$ cat src/rtl/motor_ramp_ctrl.sv
// Speed sequencer between the NEC decoder and the PWM: validates key frames and slews rate_set one step at a time.
// Optional idle auto-stop is compiled in with `define IDLE_STOP_EN.
module motor_ramp_ctrl #(
  parameter logic [7:0]  KEY_ONOFF = 8'h45,
  parameter logic [7:0]  KEY_UP    = 8'h46,
  parameter logic [7:0]  KEY_DOWN  = 8'h47,
  parameter int unsigned RATE_MIN  = 10,
  parameter int unsigned RATE_MAX  = 100,
  parameter int unsigned RATE_INIT = 50,
  parameter int unsigned STEP      = 10,
  parameter int unsigned RAMP_DIV  = 100
`ifdef IDLE_STOP_EN
  ,
  parameter int unsigned TIMEOUT_TICKS = 600000
`endif
) (
  input  logic        CLK,
  input  logic        RST,
  input  logic        tick_en,
  input  logic        key_valid,
  input  logic [31:0] data_in,
  output logic [6:0]  rate_set,
  output logic        sw,
  output logic        busy,
  output logic [1:0]  state
);

  localparam int unsigned RateW = 7;
  localparam int unsigned CntW  = 10;

  typedef enum logic [1:0] {
    OFF       = 2'b00,
    RAMP_UP   = 2'b01,
    RUN       = 2'b10,
    RAMP_DOWN = 2'b11
  } stateT;

  stateT             stateQ, stateD;
  logic [RateW-1:0]  rateQ, rateD;
  logic [RateW-1:0]  targetQ, targetD;
  logic              swQ, swD;
  logic              busyQ, busyD;
  logic [CntW-1:0]   cntQ, cntD;
  logic              stepNow;
  logic              idleHit;

  logic [7:0]        cmd;
  logic              frameOk, keyOnOff, keyUp, keyDown;
  logic [7:0]        upSum;
  logic [RateW-1:0]  tgtUp, tgtDown;
  logic              unusedBits;

  assign unusedBits = ^data_in[31:16];

  // Frame decode and saturating target arithmetic
  always_comb begin
    cmd      = data_in[15:8];
    frameOk  = key_valid && (data_in[7:0] == ~cmd);
    keyOnOff = frameOk && (cmd == KEY_ONOFF);
    keyUp    = frameOk && (cmd == KEY_UP);
    keyDown  = frameOk && (cmd == KEY_DOWN);
    upSum    = 8'(targetQ) + 8'(STEP);
    tgtUp    = (upSum > 8'(RATE_MAX)) ? RateW'(RATE_MAX) : RateW'(upSum);
    tgtDown  = (8'(targetQ) < 8'(RATE_MIN + STEP)) ? RateW'(RATE_MIN)
                                                    : RateW'(8'(targetQ) - 8'(STEP));
  end

`ifdef IDLE_STOP_EN
  localparam int unsigned IdleW = 20;
  logic [IdleW-1:0] idleQ;

  assign idleHit = tick_en && (idleQ == IdleW'(TIMEOUT_TICKS - 1));

  // Inactivity timer: runs only while the motor is on, cleared by any accepted key
  always_ff @(posedge CLK) begin
    if (RST) begin
      idleQ <= '0;
    end else if (stateQ == OFF || keyOnOff || keyUp || keyDown || idleHit) begin
      idleQ <= '0;
    end else if (tick_en) begin
      idleQ <= idleQ + IdleW'(1);
    end
  end
`else
  assign idleHit = 1'b0;
`endif

  // Next-state, ramp engine and output decode
  always_comb begin
    stateD  = stateQ;
    rateD   = rateQ;
    targetD = targetQ;
    swD     = swQ;
    cntD    = '0;
    stepNow = 1'b0;

    if (stateQ == RAMP_UP || stateQ == RAMP_DOWN) begin
      cntD = cntQ;
      if (tick_en) begin
        if (cntQ == CntW'(RAMP_DIV - 1)) begin
          cntD    = '0;
          stepNow = 1'b1;
        end else begin
          cntD = cntQ + CntW'(1);
        end
      end
    end

    if (stepNow) begin
      if (stateQ == RAMP_DOWN) begin
        if (rateQ != '0) rateD = rateQ - RateW'(1);
      end else if (rateQ < targetQ) begin
        rateD = rateQ + RateW'(1);
      end else if (rateQ > targetQ) begin
        rateD = rateQ - RateW'(1);
      end
    end

    // Key actions take priority over the automatic end-of-ramp transitions
    case (stateQ)
      OFF: begin
        if (keyOnOff) begin
          stateD = RAMP_UP;
          swD    = 1'b1;
          rateD  = RateW'(RATE_MIN);
        end
      end
      RAMP_UP: begin
        if (keyOnOff || idleHit) stateD = RAMP_DOWN;
        else if (keyUp)          targetD = tgtUp;
        else if (keyDown)        targetD = tgtDown;
        else if (rateQ == targetQ) stateD = RUN;
      end
      RUN: begin
        if (keyOnOff || idleHit) begin
          stateD = RAMP_DOWN;
        end else if (keyUp && tgtUp != targetQ) begin
          targetD = tgtUp;
          stateD  = RAMP_UP;
        end else if (keyDown && tgtDown != targetQ) begin
          targetD = tgtDown;
          stateD  = RAMP_UP;
        end
      end
      RAMP_DOWN: begin
        if (keyOnOff) begin
          stateD = RAMP_UP;
          if (rateD < RateW'(RATE_MIN)) rateD = RateW'(RATE_MIN);
        end else if (rateQ == '0) begin
          stateD = OFF;
          swD    = 1'b0;
        end
      end
      default: stateD = OFF;
    endcase

    if (stateD != RAMP_UP && stateD != RAMP_DOWN) cntD = '0;
    busyD = (stateD == RAMP_UP) || (stateD == RAMP_DOWN);
  end

  always_ff @(posedge CLK) begin
    if (RST) begin
      stateQ  <= OFF;
      rateQ   <= '0;
      targetQ <= RateW'(RATE_INIT);
      swQ     <= 1'b0;
      busyQ   <= 1'b0;
      cntQ    <= '0;
    end else begin
      stateQ  <= stateD;
      rateQ   <= rateD;
      targetQ <= targetD;
      swQ     <= swD;
      busyQ   <= busyD;
      cntQ    <= cntD;
    end
  end

  assign rate_set = rateQ;
  assign sw       = swQ;
  assign busy     = busyQ;
  assign state    = stateQ;

endmodule

$ cat config.mk
export PLATFORM = sky130hd
export DESIGN_NAME = motor_ramp_ctrl
export DESIGN_NICKNAME = d
export VERILOG_FILES = /design/src/rtl/motor_ramp_ctrl.sv
export SDC_FILE = /design/constraint.sdc
export NUM_CORES = 1
export LEC_CHECK = 0
export CAP_MARGIN = 20
export CELL_PAD_IN_SITES_DETAIL_PLACEMENT = 0
export CELL_PAD_IN_SITES_GLOBAL_PLACEMENT = 1
export CORE_ASPECT_RATIO = 0.8
export CORE_UTILIZATION = 49
export CTS_BUF_LIST = sky130_fd_sc_hd__clkbuf_8
export CTS_CLUSTER_DIAMETER = 150
export DETAILED_ROUTE_END_ITERATION = 10
export DONT_BUFFER_PORTS = 1
export PLACE_DENSITY = 0.92
export SYNTH_ARGS = -nofsm -noshare
export SYNTH_HDL_FRONTEND = slang
export SYNTH_SLANG_ARGS = --single-unit
$ cat constraint.sdc
create_clock -name CLK -period 3.9 [get_ports CLK]
set_input_delay 0.78 -clock CLK [delete_from_list [all_inputs] [get_ports CLK]]
set_output_delay 0.78 -clock CLK [all_outputs]
set_load 0.01 [all_outputs]
-- Word level (Yosys, flattened, before mapping)
Cells that the tools add are included.
- multiplexer cells: 37
- $add $sub $neg: 5
- reductions and logical operators: 17
- eq/ne operators: 22
- $lt $le $gt $ge: 5
- bitwise operators: 2
- operators with widths (kind ; number):
    $mux W7 ; 16
    $pmux W7 S2 ; 2
    $eq A8 B7 Y1 const B ; 3
    $mux W2 ; 10
    $ne A7 B7 Y1 ; 2
    $add A10 B1 Y10 const B ; 1
    $eq A10 B7 Y1 const B ; 1
    $mux W10 ; 1
    $ne A2 B2 Y1 const B ; 5
    $add A7 B4 Y8 const B ; 1
    $eq A8 B8 Y1 ; 1
    $gt A8 B7 Y1 const B ; 1
    $not A8 Y8 ; 1
    $pmux W2 S4 ; 1
    $add A7 B1 Y7 const B ; 1
    $eq A7 B7 Y1 ; 1
    $gt A7 B7 Y1 ; 1
    $logic_and A1 B1 Y1 ; 7
    $logic_not A7 Y1 ; 1
    $lt A7 B4 Y1 const B ; 1
    $lt A7 B5 Y1 const B ; 1
    $lt A7 B7 Y1 ; 1
    $reduce_bool A7 Y1 ; 1
    $sub A7 B1 Y7 const B ; 1
    14 further kinds ; 26
- flip-flop bits (word level): 28
- output and inout bits: 11
- input port bits: 36

-- Longest topological paths before layout
- depth after elaboration: 12
- depth in mapped cells: 12
- mapped depth without buffers: 9

-- Least setup slack after synthesis
Ideal clock, no wire load.
- path kind: register to register
- start: register targetQ[3]
- end: register rateQ[0] (netlist: rate_set[0])
- path buffers: 2
- stages on the path, launching flop included: 12
- data required time: 3775 ps
- arrival: 2633 ps
- path slack: 1142 ps
- period minus slack after synthesis: 2758 ps
- cells stage by stage: dfxtp_1 -> buf_4 -> clkbuf_1 -> inv_1 -> ha_1 -> and4_1 -> o21ai_2 -> nand2_1 -> a311o_1 -> a31oi_2 -> nand4bb_4 -> o41a_1
- word-level cells in the longest chain between the ends: 9
- elaborated cells between the ends (all ways): 11
- ends and longest elaborated chain (what ; RTL line ; source):
    start, declared ; 40 ; logic [RateW-1:0] targetQ, targetD;
    start signal, assigned ; 165 ; targetQ <= RateW'(RATE_INIT);
    start signal, assigned ; 172 ; targetQ <= targetD;
    $gt A7 B7 Y1 ; 114 ; end else if (rateQ > targetQ) begin
    $mux W7 ; 114 ;
    $mux W7 * ; 112 ; end else if (rateQ < targetQ) begin
    $mux W7 * ; 110 ; if (stateQ == RAMP_DOWN) begin
    $mux W7 * ; 109 ; if (stepNow) begin
    $lt A7 B4 Y1 ; 148 ; if (rateD < RateW'(RATE_MIN)) rateD = RateW'(RATE_MIN);
    $mux W7 ; 148 ;
    $mux W7 ; 146 ; if (keyOnOff) begin
    $pmux W7 S2 * ; 120 ; case (stateQ)
    end signal, assigned ; 171 ; rateQ <= rateD;
    end, declared ; 39 ; logic [RateW-1:0] rateQ, rateD;
Mark *: on every way between the ends. The rest lies on a longest branch, timed or not.
A chain may end at the register's enable or synchronous reset.

-- Worst setup path after layout
- start: register rateQ[2] (netlist: rate_set[2])
- end: register rateQ[0] (netlist: rate_set[0])
- word-level cells in the longest chain between the ends: 9
- elaborated cells between the ends (all ways): 15
- ends and longest elaborated chain (what ; RTL line):
    $sub A7 B1 Y7 / $gt A7 B7 Y1 (equally long branches) ; 111, 115, 114
    $mux W7 ; 114
    $mux W7 ; 112
    $mux W7 ; 110
    $mux W7 * ; 109
    $lt A7 B4 Y1 ; 148
    $mux W7 ; 148
    $mux W7 ; 146
    $pmux W7 S2 * ; 120
Marked as above.

==> reports/results.ini <==
[critical_path]
reg2reg_to=rate_set[0]
cp-start-kind=flip-flop
crit_arrival_ns=3.38
cp_max_fo=12
crit_required_ns=4.08
criticalPathCategory=reg -> reg
timing.rr.start=rate_set[2]
cp-endpoint=rate_set[0]
worstSetupEndpointType=flip-flop
worstSetupStartpoint=rate_set[2]
r2r_slack_ns=0.69
r2r_cells=8

[synthesis]
ys_ff_latch=28
synthCells=370
synthesis.nets=423
yosysWarnings=0
synth.distinct_cells=80
synth.yosys.seq_area_share_pct=19.12
synth_mux_area_share_pct=0.7256
synth_edf_count=0
synth-simple-area-share_pct=35.60
syn_area_um2=2932
syn_avg_cell_area_um2=7.923
synth-async-reset-ratio_pct=0
synth-adder-area-share_pct=7.256
synthFlopType=dfxtp_1
synth_xor_area_share_pct=5.676
synth_compound_area_share_pct=25.74
synth_top_family_by_area=simple AND/OR/NAND/NOR gates

[pwr]
peakVddDrop_mv=0.1700
pwr_density_cell_nw_per_um2=177.5
p_leak_nw=1.103
total_power_w=0.0005403

[layout]
fin_nets=416
finalInstanceArea_um2=3044
syn_to_final_growth_pct=3.841
num-fill-cells=541
stdcell_count=440
antenna_cells=0
multi_input_area_um2=2198
regArea_um2=560.5
drive_gt1_share_pct=11.33

[placed_design]
gp_congestion=0.9331
dp.cells=436
dpl-instance-area_um2=2973
io_buffer_count=0
dp_hpwl_mm=5.953

[clock_network]
clk_latency_ns=0.29
clk_pin_slew_ns=0.11
cts_resized=0
cts_tree=built
clockBufferDepth=2
root_buffer=clkbuf_8
cts_sinks=28
cts_buffers=3
cts.htree.levels=1
ctsHoldBuffers=0
postCtsSetupRepairBufs=0

[global_route]
grtUsageTotal_pct=25.72
grt_pass1_wl_mm=12.78
antenna_found_initial=0
grt-ovfl-total=0
grt_pass1_vias=2555
grt_max_degree=21

[die]
initial_core_util_pct=52.21
core_area_um2=5615
rows=24
die_h_um=71.18
design.die.area_um2=6298
fp.dieW_um=88.48
boundaryPins=47

[min_path]
hold_class=in -> reg

[sta]
min_period_ns=3.208
fmax_mhz=311.7
rsz0062_at_grt=no
worst_pin_slew_ns=0.7273
drv_slew=0
finalCritPeriodShare_pct=82.27
hold_ws_ns=0.5451
maxSlewHeadroom_pct=51.11
skew_ns=0.006710
setup_viol=0
hold_viol=0
setup_tns_ns=0

[drt]
ant_nets=0
vias_per_cell=6.625
vias=2915
firstDrtPassIters=5
drt-total-wl_mm=7.715
wl_per_cell_um=17.53
drt_iter0_drc=274
drcViolationCount=0

[run]
drv_cap=0

[outcome]
status=completed

[worst max-delay path, stage by stage (launching register included)]
cell and delay, ns:
dfxtp_1 0.70, ha_1 0.36, and3b_1 0.21, o21ai_2 0.39
nand2_1 0.25, a311o_1 0.42, a31oi_2 0.23, nand4bb_4 0.17
o41a_1 0.38
[logic make-up after synthesis]
logic type,count (synthesis)
AOI/OAI and AO/OA,105
xor gates and xnor gates,19
adders and majority gates,17
buffers and inverters,37
DFF,28
muxes,2
and+or+nand+nor,162
[where the power goes]
part	switching [W]	internal [W]	leakage (nW)	total, W
Clock	0.000100	0.000138	0.0357	0.000238
Combinational	0.0000102	0.00000654	0.842	0.0000168
Sequential	0.00000000321	0.000286	0.226	0.000286
[synth_stat cells (3+ instances only)]
cell type	number	area [um2]
dfxtp_1	28	560.5
nand2_1	28	105.1
nor2_1	27	101.4
a21oi_1	20	100.1
inv_1	18	67.56
nand3_1	18	90.09
ha_1	17	212.7
o21ai_0	12	60.06
nand4_1	11	68.82
xor2_1	11	96.34
nor3_1	10	50.05
clkbuf_1	9	33.78
nor3_2	8	80.08
xnor2_1	8	70.07
and3_1	7	43.79
o211ai_1	7	52.55
o21ai_1	7	35.03
a211oi_1	5	37.54
a21o_1	5	37.54
nor4_1	5	31.28
o21a_1	5	37.54
o31a_1	5	43.79
and4_1	4	35.03
buf_4	4	30.03
nor2b_1	4	25.02
o31ai_1	4	30.03
or3_1	4	25.02
a2111oi_0	3	26.28
and2_1	3	18.77
buf_2	3	15.01
o221ai_1	3	26.28
or2_1	3	18.77
[flip-flops by register name, summed over array words and instances (netlist names)]
name	flops
rate_set	7
state	2
busy	1
sw	1
cntQ	10
targetQ	7
[worst min-delay path by stage]
stage          depth (start not counted)    endpoint  slack (ns)  startpoint
2_1_floorplan                          1  targetQ[0]        0.48  targetQ[0]
3_3_place_gp                           1  targetQ[0]        0.52  targetQ[0]
3_5_place_dp                           1  targetQ[0]        0.52  targetQ[0]
4_1_cts                                1  targetQ[0]        0.54  targetQ[0]
5_1_grt                                1     cntQ[7]        0.54         RST
6_report                               1     cntQ[9]        0.55         RST
[through the flow]
stage / setup slack [ns] / util, %
6_report: 0.6916 / 54.21
5_1_grt: 0.6022 / 54.21
4_1_cts: 0.7259 / 54.21
3_5_place_dp: 0.7343 / 52.94
3_3_place_gp: 0.7554 / 52.94
2_1_floorplan: 1.142 / -
[routing by layer]
| metal | vias to the layer above | wire [um] | GRT usage, % |
|---|---|---|---|
| li1 | 1391 | - | - |
| met5 | - | 0 | 0 |
| met3 | 4 | 692 | 4.317 |
| met4 | 0 | 19 | 3.047 |
| met2 | 131 | 3243 | 37.09 |
| met1 | 1389 | 3760 | 40.57 |
[cell usage in the layout (no fill, tap or decap), drive strengths merged, types with 3 or more instances in the layout]
master   instances
and2             3
nor3            18
and3             8
a21o             5
a21oi           21
nand2           28
a2111oi          3
nor2            29
o221ai           3
ha              17
clkbuf           3
o31ai            5
nor4             8
xor2            11
dfxtp           28
nand4           11
or2              5
o31a             5
o211ai           7
a211oi           6
inv             18
buf              6
xnor2            8
nor4b            3
and4             4
nor2b            4
nand3           20
or3              5
or4              3
a31oi            3
o21ai           20
o21a             5
[final cells by class]
cell class                      instances  share of cell area, %
Timing Repair Buffer                    6                  1.480
Multi-Input combinational cell        305                  72.22
Clock inverter                          1                 0.9864
Sequential cell                        28                  18.41
Tap cell                               78                  3.206
Inverter                               19                  2.343
Clock buffer                            3                  1.356
(Power assumes the default switching activity.)
